<file path="src/rtl/mod5_rr_scheduler.sv">
// Round-robin owner scheduler: one NREQ-wide one-hot grant, rotating pointer, hold-limit preemption.
// One clk from sampled request to grant; a free cycle always separates two owners.
module mod5_rr_scheduler #(
   parameter int NREQ     = 5,
   parameter int MAX_HOLD = 4,
   parameter int ID_W     = 3
) (
   input  logic            clk,
   input  logic            reset,
   input  logic            en,
   input  logic [NREQ-1:0] req,
   output logic [NREQ-1:0] grant,
   output logic [ID_W-1:0] grant_id,
   output logic            busy,
   output logic            preempt,
   output logic [ID_W-1:0] ptr
);

   localparam int HW = $clog2(MAX_HOLD + 1);

   typedef enum logic {IDLE, BUSY} state_t;

   state_t            state_q, state_d;
   logic [NREQ-1:0]   grant_q, grant_d;
   logic [ID_W-1:0]   gid_q, gid_d;
   logic              busy_q, busy_d;
   logic              preempt_q, preempt_d;
   logic [ID_W-1:0]   ptr_q, ptr_d;
   logic [HW-1:0]     hold_q, hold_d;

   logic              win_vld;
   logic [ID_W-1:0]   win_id;
   logic [NREQ-1:0]   win_onehot;
   int                idx;

   // Scan downward from the farthest candidate so the one nearest ptr is written last and wins.
   always_comb begin
      win_vld    = 1'b0;
      win_id     = '0;
      win_onehot = '0;
      idx        = 0;
      for (int i = NREQ - 1; i >= 0; i--) begin
         idx = int'(ptr_q) + i;
         if (idx >= NREQ) idx = idx - NREQ;
         if (req[idx]) begin
            win_vld = 1'b1;
            win_id  = ID_W'(idx);
         end
      end
      win_onehot[win_id] = 1'b1;
   end

   always_comb begin
      state_d   = state_q;
      grant_d   = grant_q;
      gid_d     = gid_q;
      busy_d    = busy_q;
      preempt_d = 1'b0;
      ptr_d     = ptr_q;
      hold_d    = hold_q;
      case (state_q)
         IDLE: begin
            if (en && win_vld) begin
               state_d = BUSY;
               grant_d = win_onehot;
               gid_d   = win_id;
               busy_d  = 1'b1;
               hold_d  = HW'(1);
            end
         end
         BUSY: begin
            if (!req[gid_q] || hold_q == HW'(MAX_HOLD)) begin
               state_d   = IDLE;
               grant_d   = '0;
               gid_d     = '0;
               busy_d    = 1'b0;
               preempt_d = req[gid_q];
               hold_d    = '0;
               ptr_d     = (gid_q == ID_W'(NREQ - 1)) ? '0 : gid_q + 1'b1;
            end else begin
               hold_d = hold_q + 1'b1;
            end
         end
         default: state_d = IDLE;
      endcase
   end

   always_ff @(posedge clk or posedge reset) begin
      if (reset) begin
         state_q   <= IDLE;
         grant_q   <= '0;
         gid_q     <= '0;
         busy_q    <= 1'b0;
         preempt_q <= 1'b0;
         ptr_q     <= '0;
         hold_q    <= '0;
      end else begin
         state_q   <= state_d;
         grant_q   <= grant_d;
         gid_q     <= gid_d;
         busy_q    <= busy_d;
         preempt_q <= preempt_d;
         ptr_q     <= ptr_d;
         hold_q    <= hold_d;
      end
   end

   assign grant    = grant_q;
   assign grant_id = gid_q;
   assign busy     = busy_q;
   assign preempt  = preempt_q;
   assign ptr      = ptr_q;

endmodule

</file>
<file path="config.mk">
export PLATFORM = sky130hd
export DESIGN_NAME = mod5_rr_scheduler
export DESIGN_NICKNAME = d
export VERILOG_FILES = /design/src/rtl/mod5_rr_scheduler.sv
export SDC_FILE = /design/constraint.sdc
export NUM_CORES = 1
export LEC_CHECK = 0
export BUFFER_PORTS_ARGS = -buffer_cell sky130_fd_sc_hd__buf_2
export CAP_MARGIN = 10
export CORE_AREA = 3 3 76 78
export DETAILED_ROUTE_END_ITERATION = 8
export DIE_AREA = 0 0 79 81
export SYNTH_ARGS = -nofsm -noshare
export SYNTH_HDL_FRONTEND = slang
export SYNTH_SLANG_ARGS = --single-unit
</file>
<file path="constraint.sdc">
create_clock -name clk -period 4 [get_ports clk]
set_input_delay 0.2 -clock clk [delete_from_list [all_inputs] [get_ports clk]]
set_output_delay 0.2 -clock clk [all_outputs]
set_load 0.01 [all_outputs]
</file>
### Word level (Yosys, flattened, before mapping)

Cells that the tools add are included.

| operators by class | value |
|---|---|
| $add $sub $neg | 11 |
| order comparisons | 13 |
| eq/ne operators | 4 |
| mux-type cells | 52 |
| bitwise gates (word level) | 1 |
| reduce and logical (&&, ||, !) cells | 6 |

Operator list:

| operator | count |
|---|---|
| $lt A32 B5 Y1 const B | 5 |
| $mux W32 | 5 |
| $mux W3 | 10 |
| $mux W1 | 23 |
| $sub A4 B3 Y5 const B | 4 |
| $bmux W1 S3 | 6 |
| $ge A4 B3 Y1 const B | 4 |
| $pmux W3 S2 | 2 |
| $mux W5 | 2 |
| $pmux W5 S2 | 1 |
| $add A3 B2 Y4 const B | 2 |
| $lt A3 B4 Y1 const B | 2 |
| $add A3 B1 Y3 const B | 2 |
| $eq A3 B3 Y1 const B | 2 |
| $add A3 B1 Y4 const B | 1 |
| $add A3 B3 Y4 const B | 1 |
| $pmux W1 S2 | 2 |
| $reduce_and A2 Y1 | 2 |
| $sub A3 B3 Y4 const B | 1 |
| $demux W1 S3 | 1 |
| $ge A3 B1 Y1 const B | 1 |
| $ge A3 B3 Y1 const B | 1 |
| $logic_and A1 B1 Y1 | 2 |
| $ne A2 B1 Y1 const B | 1 |
| 4 further kinds | 4 |

| word-level totals | value |
|---|---|
| register bits | 17 |
| input port bits | 8 |
| output and inout port bits | 13 |
| word-level logic and storage cells | 94 |

### Longest topological paths before layout

Gate-level depths: netlist (run 1).

| depth | value |
|---|---|
| depth in word-level cells | 17 |
| mapped depth | 14 |
| gate-level depth less buffers | 12 |

### Worst setup path before layout (run 1)

No wires, ideal clock.

| path | value |
|---|---|
| path type | reg2reg |
| from | register ptr_q[0] (netlist: ptr[0]) |
| to | register grant_q[0] (netlist: grant[0]) |
| library setup time | 0.101 ns |
| arrival | 3.077 ns |
| data required time | 3.899 ns |
| slack | 0.822 ns |
| cell stages (with the launch flop) | 14 |
| path buffers | 1 |
| clock period less this slack | 3.178 ns |
| cells stage by stage | dfrtp_1 > buf_2 > inv_2 > ha_1 > inv_1 > ha_1 > a21oi_1 > mux2i_1 > nand3_1 > a21boi_1 > nor4_2 > a21oi_2 > nand2b_1 > o32ai_1 |

| on the way | value |
|---|---|
| cells in the longest elaborated chain, start to end | 17 |
| elaborated cells between the ends (all ways) | 54 |
| those cells by class | add/sub: 9; order compare: 7; eq/ne: 1; mux: 34; reduce/logical: 3 |

RTL lines:

| what | line | source |
|---|---|---|
| start: declaration | 28 | `logic [ID_W-1:0] ptr_q, ptr_d;` |
| start signal: assignment | 103 | `ptr_q <= ptr_d;` |
| $add A3 B3 Y4 | 43 | `idx = int'(ptr_q) + i;` |
| $sub A4 B3 Y5 / $ge A4 B3 Y1 (equally long branches) | 44 | `if (idx >= NREQ) idx = idx - NREQ;` |
| $mux W32 | 44 |  |
| $bmux W1 S3 | 45 | `if (req[idx]) begin` |
| $mux W1 (implied by the code) (2 in a row) | 45 |  |
| $mux W3 (5 in a row) | 45 |  |
| $lt A3 B4 Y1 (implied by the code) / $ge A3 B1 Y1 (equally long branches) | 50 | `win_onehot[win_id] = 1'b1;` |
| $logic_and A1 B1 Y1 (implied by the code) | 50 |  |
| $mux W1 (implied by the code) | 50 |  |
| $demux W1 S3 | 50 |  |
| $mux W5 | 63 | `if (en && win_vld) begin` |
| $pmux W5 S2 | 61 | `case (state_q)` |
| end signal: assignment | 99 | `grant_q <= grant_d;` |
| end: declaration | 24 | `logic [NREQ-1:0] grant_q, grant_d;` |

Parallel ways exist; a longest one is shown, timed or not. The select of a mux whose other input is x is not followed.
A chain may end at the register's enable or synchronous reset.

### Worst setup path after layout (run 1)

| path | value |
|---|---|
| from | register ptr_q[1] (netlist: ptr[1]) |
| to | register grant_q[1] (netlist: grant[1]) |

The elaborated chain is that of the path after synthesis.

==> run_results.csv, run 1 <==
group,metric,value,unit
outcome,status,"complete, no violations",
grt,met3_usage,3.33,%
setup_path,max_stage_delay,0.55,ns
sta,hold_violations,0,
logic_synthesis,syn-num-nets,261,
routing,first_iter_violations,99,
cells_and_area,area_growth,9.60,%
grt,groute.usage.overall,16.7,%
setup_path,path_delay_family,"compound AO/OA/AOI/OAI gates",
logic_synthesis,seq_area_frac_synth,21.1,%
setup_path,critPathRequiredTime,4.15,ns
setup_path,cp_num_buf_inv,2,
grt,grt_overflow,0,
sta,setup_tns,0,ns
setup_path,cp_max_fo,11,
setup_path,critPathSlowestCell,"mux2i_1",
cells_and_area,nets,276,
grt,use_met1,24.4,%
sta,final-max-slew-violation-count,0,
place,gp_congestion,0.884,
grt,grt_pass1_wl,8690,um
logic_synthesis,syn-cell-area,2020,um2
floorplan,start_util,39.3,%
logic_synthesis,yosysMostFrequentCell,"nand2_1",
routing,vias,1845,
cells_and_area,post-route-util,43.1,%
place,dp_hpwl,3870,um
grt,first_global_vias,1784,
sta,rsz0062_at_grt,"false",
sta,fin_crit_sh,89.9,%
sta,slew_headroom,57.4,%
setup_path,crit_path_start_kind,"register",
sta,setup_viol,0,
grt,grt_max_degree,34,
cells_and_area,final_cell_area,2210,um2
cells_and_area,multi_input_area,1470,um2
sta,skew,0.00413,ns
cells_and_area,fillers,538,
clocking,postCtsSetupBuffers,0,
clocking,clkLatencyLatePin,0.25,ns
floorplan,die_area,6400,um2
sta,max_freq,278,MHz
routing,drc,0,
clocking,numCtsBuffers,3,
routing,firstDrtPassIters,5,
logic_synthesis,synth_edf_count,0,
grt,antenna_found_initial,0,
cells_and_area,drive_gt1_share,17.5,%
clocking,htree_levels,1,
logic_synthesis,synthTopCellsByArea,"dfrtp_1 (21%), ha_1 (9.9%), mux2i_1 (4.5%), nand2_1 (4.1%), inv_1 (3.2%)",
clocking,clock_path_buffers,2,
floorplan,coreArea,5140,um2
worst_hold_path,hp-class,"in2async",
logic_synthesis,synth_ff_type,"dfrtp_1",
grt,gr-max-usage-layer,"met2",
floorplan,placementRows,26,
setup_path,endpoint_kind,"register",
place,port_buffers,20,
clocking,post_cts_resized,0,
cells_and_area,layout.area.seq,425,um2
logic_synthesis,async_reset_ff_share,100,%
sta,min_period,3.60,ns
place,dpl_cell_area,2170,um2
sta,worstMarginPinSlew,0.638,ns
floorplan,die_x,79,um
floorplan,die-height,81,um
logic_synthesis,synth_warnings,0,
logic_synthesis,syn_inst,237,
run,drv_cap,0,
grt,met2_usage,25.0,%
routing,wire_per_inst,16.0,um
setup_path,crit_type,"reg2reg",
cells_and_area,antenna_cells,0,
clocking,clk_pin_slew,0.06,ns
logic_synthesis,synth_common_cells,"nand2_1 (22), dfrtp_1 (17), inv_1 (17)",
clocking,postCtsHoldBufs,0,
setup_path,worstPathCellList,"inv_1 > ha_1 > inv_1 > ha_1 > a21oi_1 > mux2i_1 > nand3_1 > a21boi_1 > nor4_2 > a21oi_2 > nand2_1 > o32ai_1",
logic_synthesis,ys_seq_elements,17,
floorplan,pin_count,21,
clocking,cts.sinks,17,
clocking,cts-root-buf,"clkbuf_8",
logic_synthesis,synth_top_area_share,21.1,%
routing,viasPerCell,5.75,
routing,postRouteAntennaNets,0,
setup_path,worstPathArrival,3.75,ns
logic_synthesis,ys_types,67,
logic_synthesis,avgSynthCellArea,8.52,um2
routing,routed_wl,5130,um
logic_synthesis,synth_top_area_cell,"dfrtp_1",
clocking,cts_tree,"built",
[registers in the layout, indices dropped and copies added, names as in the netlist]
register and count:
hold_q 3, grant 5, ptr 3, grant_id 3
busy 1, state_q 1, preempt 1
[area by class of cell]
cell class / count / share of cell area (%)
well taps: 70 / 3.96
multi-input cells: 189 / 66.4
repair buffers: 22 / 5.20
inverters: 19 / 3.22
clock buffers: 4 / 2.04
flip-flops and latches: 17 / 19.2
[worst register-to-register path, stage by stage, from the launching register on]
cell	delay, ns
dfrtp_1	0.49
inv_1	0.29
ha_1	0.20
inv_1	0.05
ha_1	0.20
a21oi_1	0.22
mux2i_1	0.55
nand3_1	0.14
a21boi_1	0.51
nor4_2	0.13
a21oi_2	0.36
nand2_1	0.13
o32ai_1	0.24
[logic make-up after synthesis]
kind of cell,after synthesis,synth area share (%)
flip-flops,17,21.1
multiplexers,15,9.11
adder cells (fa/ha/maj),16,9.91
AND/OR/NAND/NOR,80,22.8
XOR/XNOR,4,1.73
AO/OA/AOI/OAI,74,29.2
buffers and inverters,31,6.20
[routing by layer]
metal  vias to the layer above  wire (um)
met4                         0         50
li1                        912          -
met5                         -          0
met3                         4        291
met1                       884       2520
met2                        45       2260
[metrics by stage]
step                instances  hold slack [ns]  worst slack, ns
global placement          317            0.321            0.547
global route              321           0.0923           0.0571
floorplan                 237            0.126            0.822
detailed placement        317            0.325            0.420
finish                    321           0.0217            0.404
CTS                       321           0.0516            0.400
[layout by cell type (no fill, tap or decap), types with 3 or more instances in the layout]
cell type  instances
mux2_2             3
nand2_1           22
ha_1              16
nand2b_1           7
inv_1             17
a32o_1             3
nor3_1             3
a22o_1             7
mux2i_1            9
buf_2             20
o21ai_0           10
and4_1             3
clkbuf_8           3
nor2b_1            5
nand3_1            7
nor2_1            11
dfrtp_1           17
o32ai_1            3
a21oi_1           11
nor4bb_1           4
o21ai_1            5
xnor2_1            4
[final timing paths]
check	start	to	slack [ns]	depth (start not counted)
setup reg to reg	ptr[1]$_DFFE_PP0P_	grant[1]$_DFFE_PP0P_	0.40	12
min in group clk	en	hold_q[0]$_DFFE_PP0P_	0.35	3
max in group asynchronous	reset	state_q$_DFF_PP0_	3.56	2
hold / removal	reset	hold_q[0]$_DFFE_PP0P_	0.02	2
hold reg to reg	busy$_DFFE_PP0P_	busy$_DFFE_PP0P_	0.49	1
setup / recovery	ptr[1]$_DFFE_PP0P_	grant[1]$_DFFE_PP0P_	0.40	12
Power of run 1 is not shown: default switching activity piles up to over one toggle a cycle in this logic, so the estimate is an artifact.
==> run 2, diff against run 1 <==
- MAX_ROUTING_LAYER: not set -> met4
==> run_results.csv, run 2 (same netlist as run 1, synthesis figures left out) <==
group,metric,value,unit
outcome,status,"complete, no violations",
clocking,cts-root-buf,"clkbuf_8",
floorplan,start_util,39.3,%
cells_and_area,fillers,538,
clocking,clk_pin_slew,0.06,ns
routing,routed_wl,5100,um
floorplan,pin_count,21,
routing,first_iter_violations,102,
clocking,postCtsSetupBuffers,0,
clocking,postCtsHoldBufs,0,
sta,setup_viol,0,
clocking,htree_levels,1,
setup_path,critPathSlowestCell,"mux2i_1",
setup_path,crit_type,"reg2reg",
cells_and_area,largest_reg_flops,5,
clocking,cts.sinks,17,
routing,postRouteAntennaNets,0,
setup_path,critPathRequiredTime,4.15,ns
floorplan,die-height,81,um
cells_and_area,nets,276,
sta,setup_tns,0,ns
place,place_ws,0.420,ns
sta,rsz0062_at_grt,"false",
routing,wire_per_inst,15.9,um
setup_path,endpoint_kind,"register",
clocking,numCtsBuffers,3,
grt,first_global_vias,1779,
sta,worstMarginPinSlew,0.636,ns
cells_and_area,drive_gt1_share,17.5,%
setup_path,crit_path_start_kind,"register",
grt,antenna_found_initial,0,
cells_and_area,final_cell_mix,"nand2_1 (22), buf_2 (20), inv_1 (17), dfrtp_1 (17), ha_1 (16)",
place,port_buffers,20,
sta,hold_violations,0,
setup_path,worstPathCellList,"inv_1 > ha_1 > inv_1 > ha_1 > a21oi_1 > mux2i_1 > nand3_1 > a21boi_1 > nor4_2 > a21oi_2 > nand2_1 > o32ai_1",
routing,viasPerCell,5.72,
grt,grt_overflow,0,
floorplan,die_area,6400,um2
setup_path,max_stage_delay,0.55,ns
sta,skew,0.00448,ns
floorplan,coreArea,5140,um2
sta,max_freq,280,MHz
clocking,cts_tree,"built",
floorplan,die_x,79,um
routing,vias,1835,
worst_hold_path,hp-class,"in2async",
place,gp_congestion,0.899,
cells_and_area,area_growth,9.60,%
routing,firstDrtPassIters,4,
sta,slew_headroom,57.5,%
sta,fin_crit_sh,89.3,%
cells_and_area,layout.cells.non_filler,321,
place,placed_cells,317,
grt,grt_pass1_wl,8710,um
grt,grt_max_degree,34,
setup_path,cp_max_fo,11,
run,drv_cap,0,
clocking,clkLatencyLatePin,0.25,ns
clocking,clock_path_buffers,2,
sta,finalWorstSetupSlack,0.429,ns
sta,min_period,3.57,ns
cells_and_area,antenna_cells,0,
cells_and_area,post-route-util,43.1,%
sta,final-max-slew-violation-count,0,
routing,drc,0,
floorplan,placementRows,26,
setup_path,worstPathArrival,3.72,ns
grt,groute.usage.overall,17.2,%
place,dp_hpwl,3870,um
cells_and_area,layout_commonest_cell,"nand2_1",
clocking,post_cts_resized,0,
[run 2: cell counts in the layout (fill, tap and decap cells not counted)]
Identical to the previous run, type by type.
[run 2: routing by layer]
metal / part of all wire, % / wire [um] / vias up / GRT usage [%]
li1: - / - / 916 / -
met1: 49 / 2480 / 865 / 24.7
met2: 44 / 2250 / 50 / 25.1
met3: 6.3 / 324 / 4 / 2.88
met4: 0.98 / 50 / 0 / 4.30
met5: 0 / 0 / - / -
[run 2: area by class of cell]
cell class	instances	area (um2)	area share, %
clock buffers	4	45.0	2.04
repair buffers	22	115	5.20
well taps	70	87.6	3.96
multi-input cells	189	1470	66.4
inverters	19	71.3	3.22
flip-flops and latches	17	425	19.2
[run 2: worst paths after layout]
check	from	endpoint	slack (ns)	cells past startpoint
min in group clk	en	hold_q[0]$_DFFE_PP0P_	0.35	3
max in group asynchronous	reset	preempt$_DFF_PP0_	3.57	2
min	reset	hold_q[0]$_DFFE_PP0P_	0.02	2
max	ptr[1]$_DFFE_PP0P_	grant[1]$_DFFE_PP0P_	0.43	12
min reg2reg	busy$_DFFE_PP0P_	busy$_DFFE_PP0P_	0.49	1
max reg2reg	ptr[1]$_DFFE_PP0P_	grant[1]$_DFFE_PP0P_	0.43	12
[run 2: critical path: cells and delay by family, from the launching register on]
kind	cells	cell delay [ns]
compound gates	4	1.31
fa+ha+maj	2	0.40
flops	1	0.49
simple gates	3	0.39
mux	1	0.55
buf+inv	2	0.34
[run 2: stage by stage]
stage               instance area [um2]  hold slack [ns]
floorplan                          2020            0.126
global placement                   2170            0.321
detailed placement                 2170            0.325
CTS                                2210           0.0516
global route                       2210           0.0916
finish                             2210           0.0236
Power of run 2 is left out for the same reason.
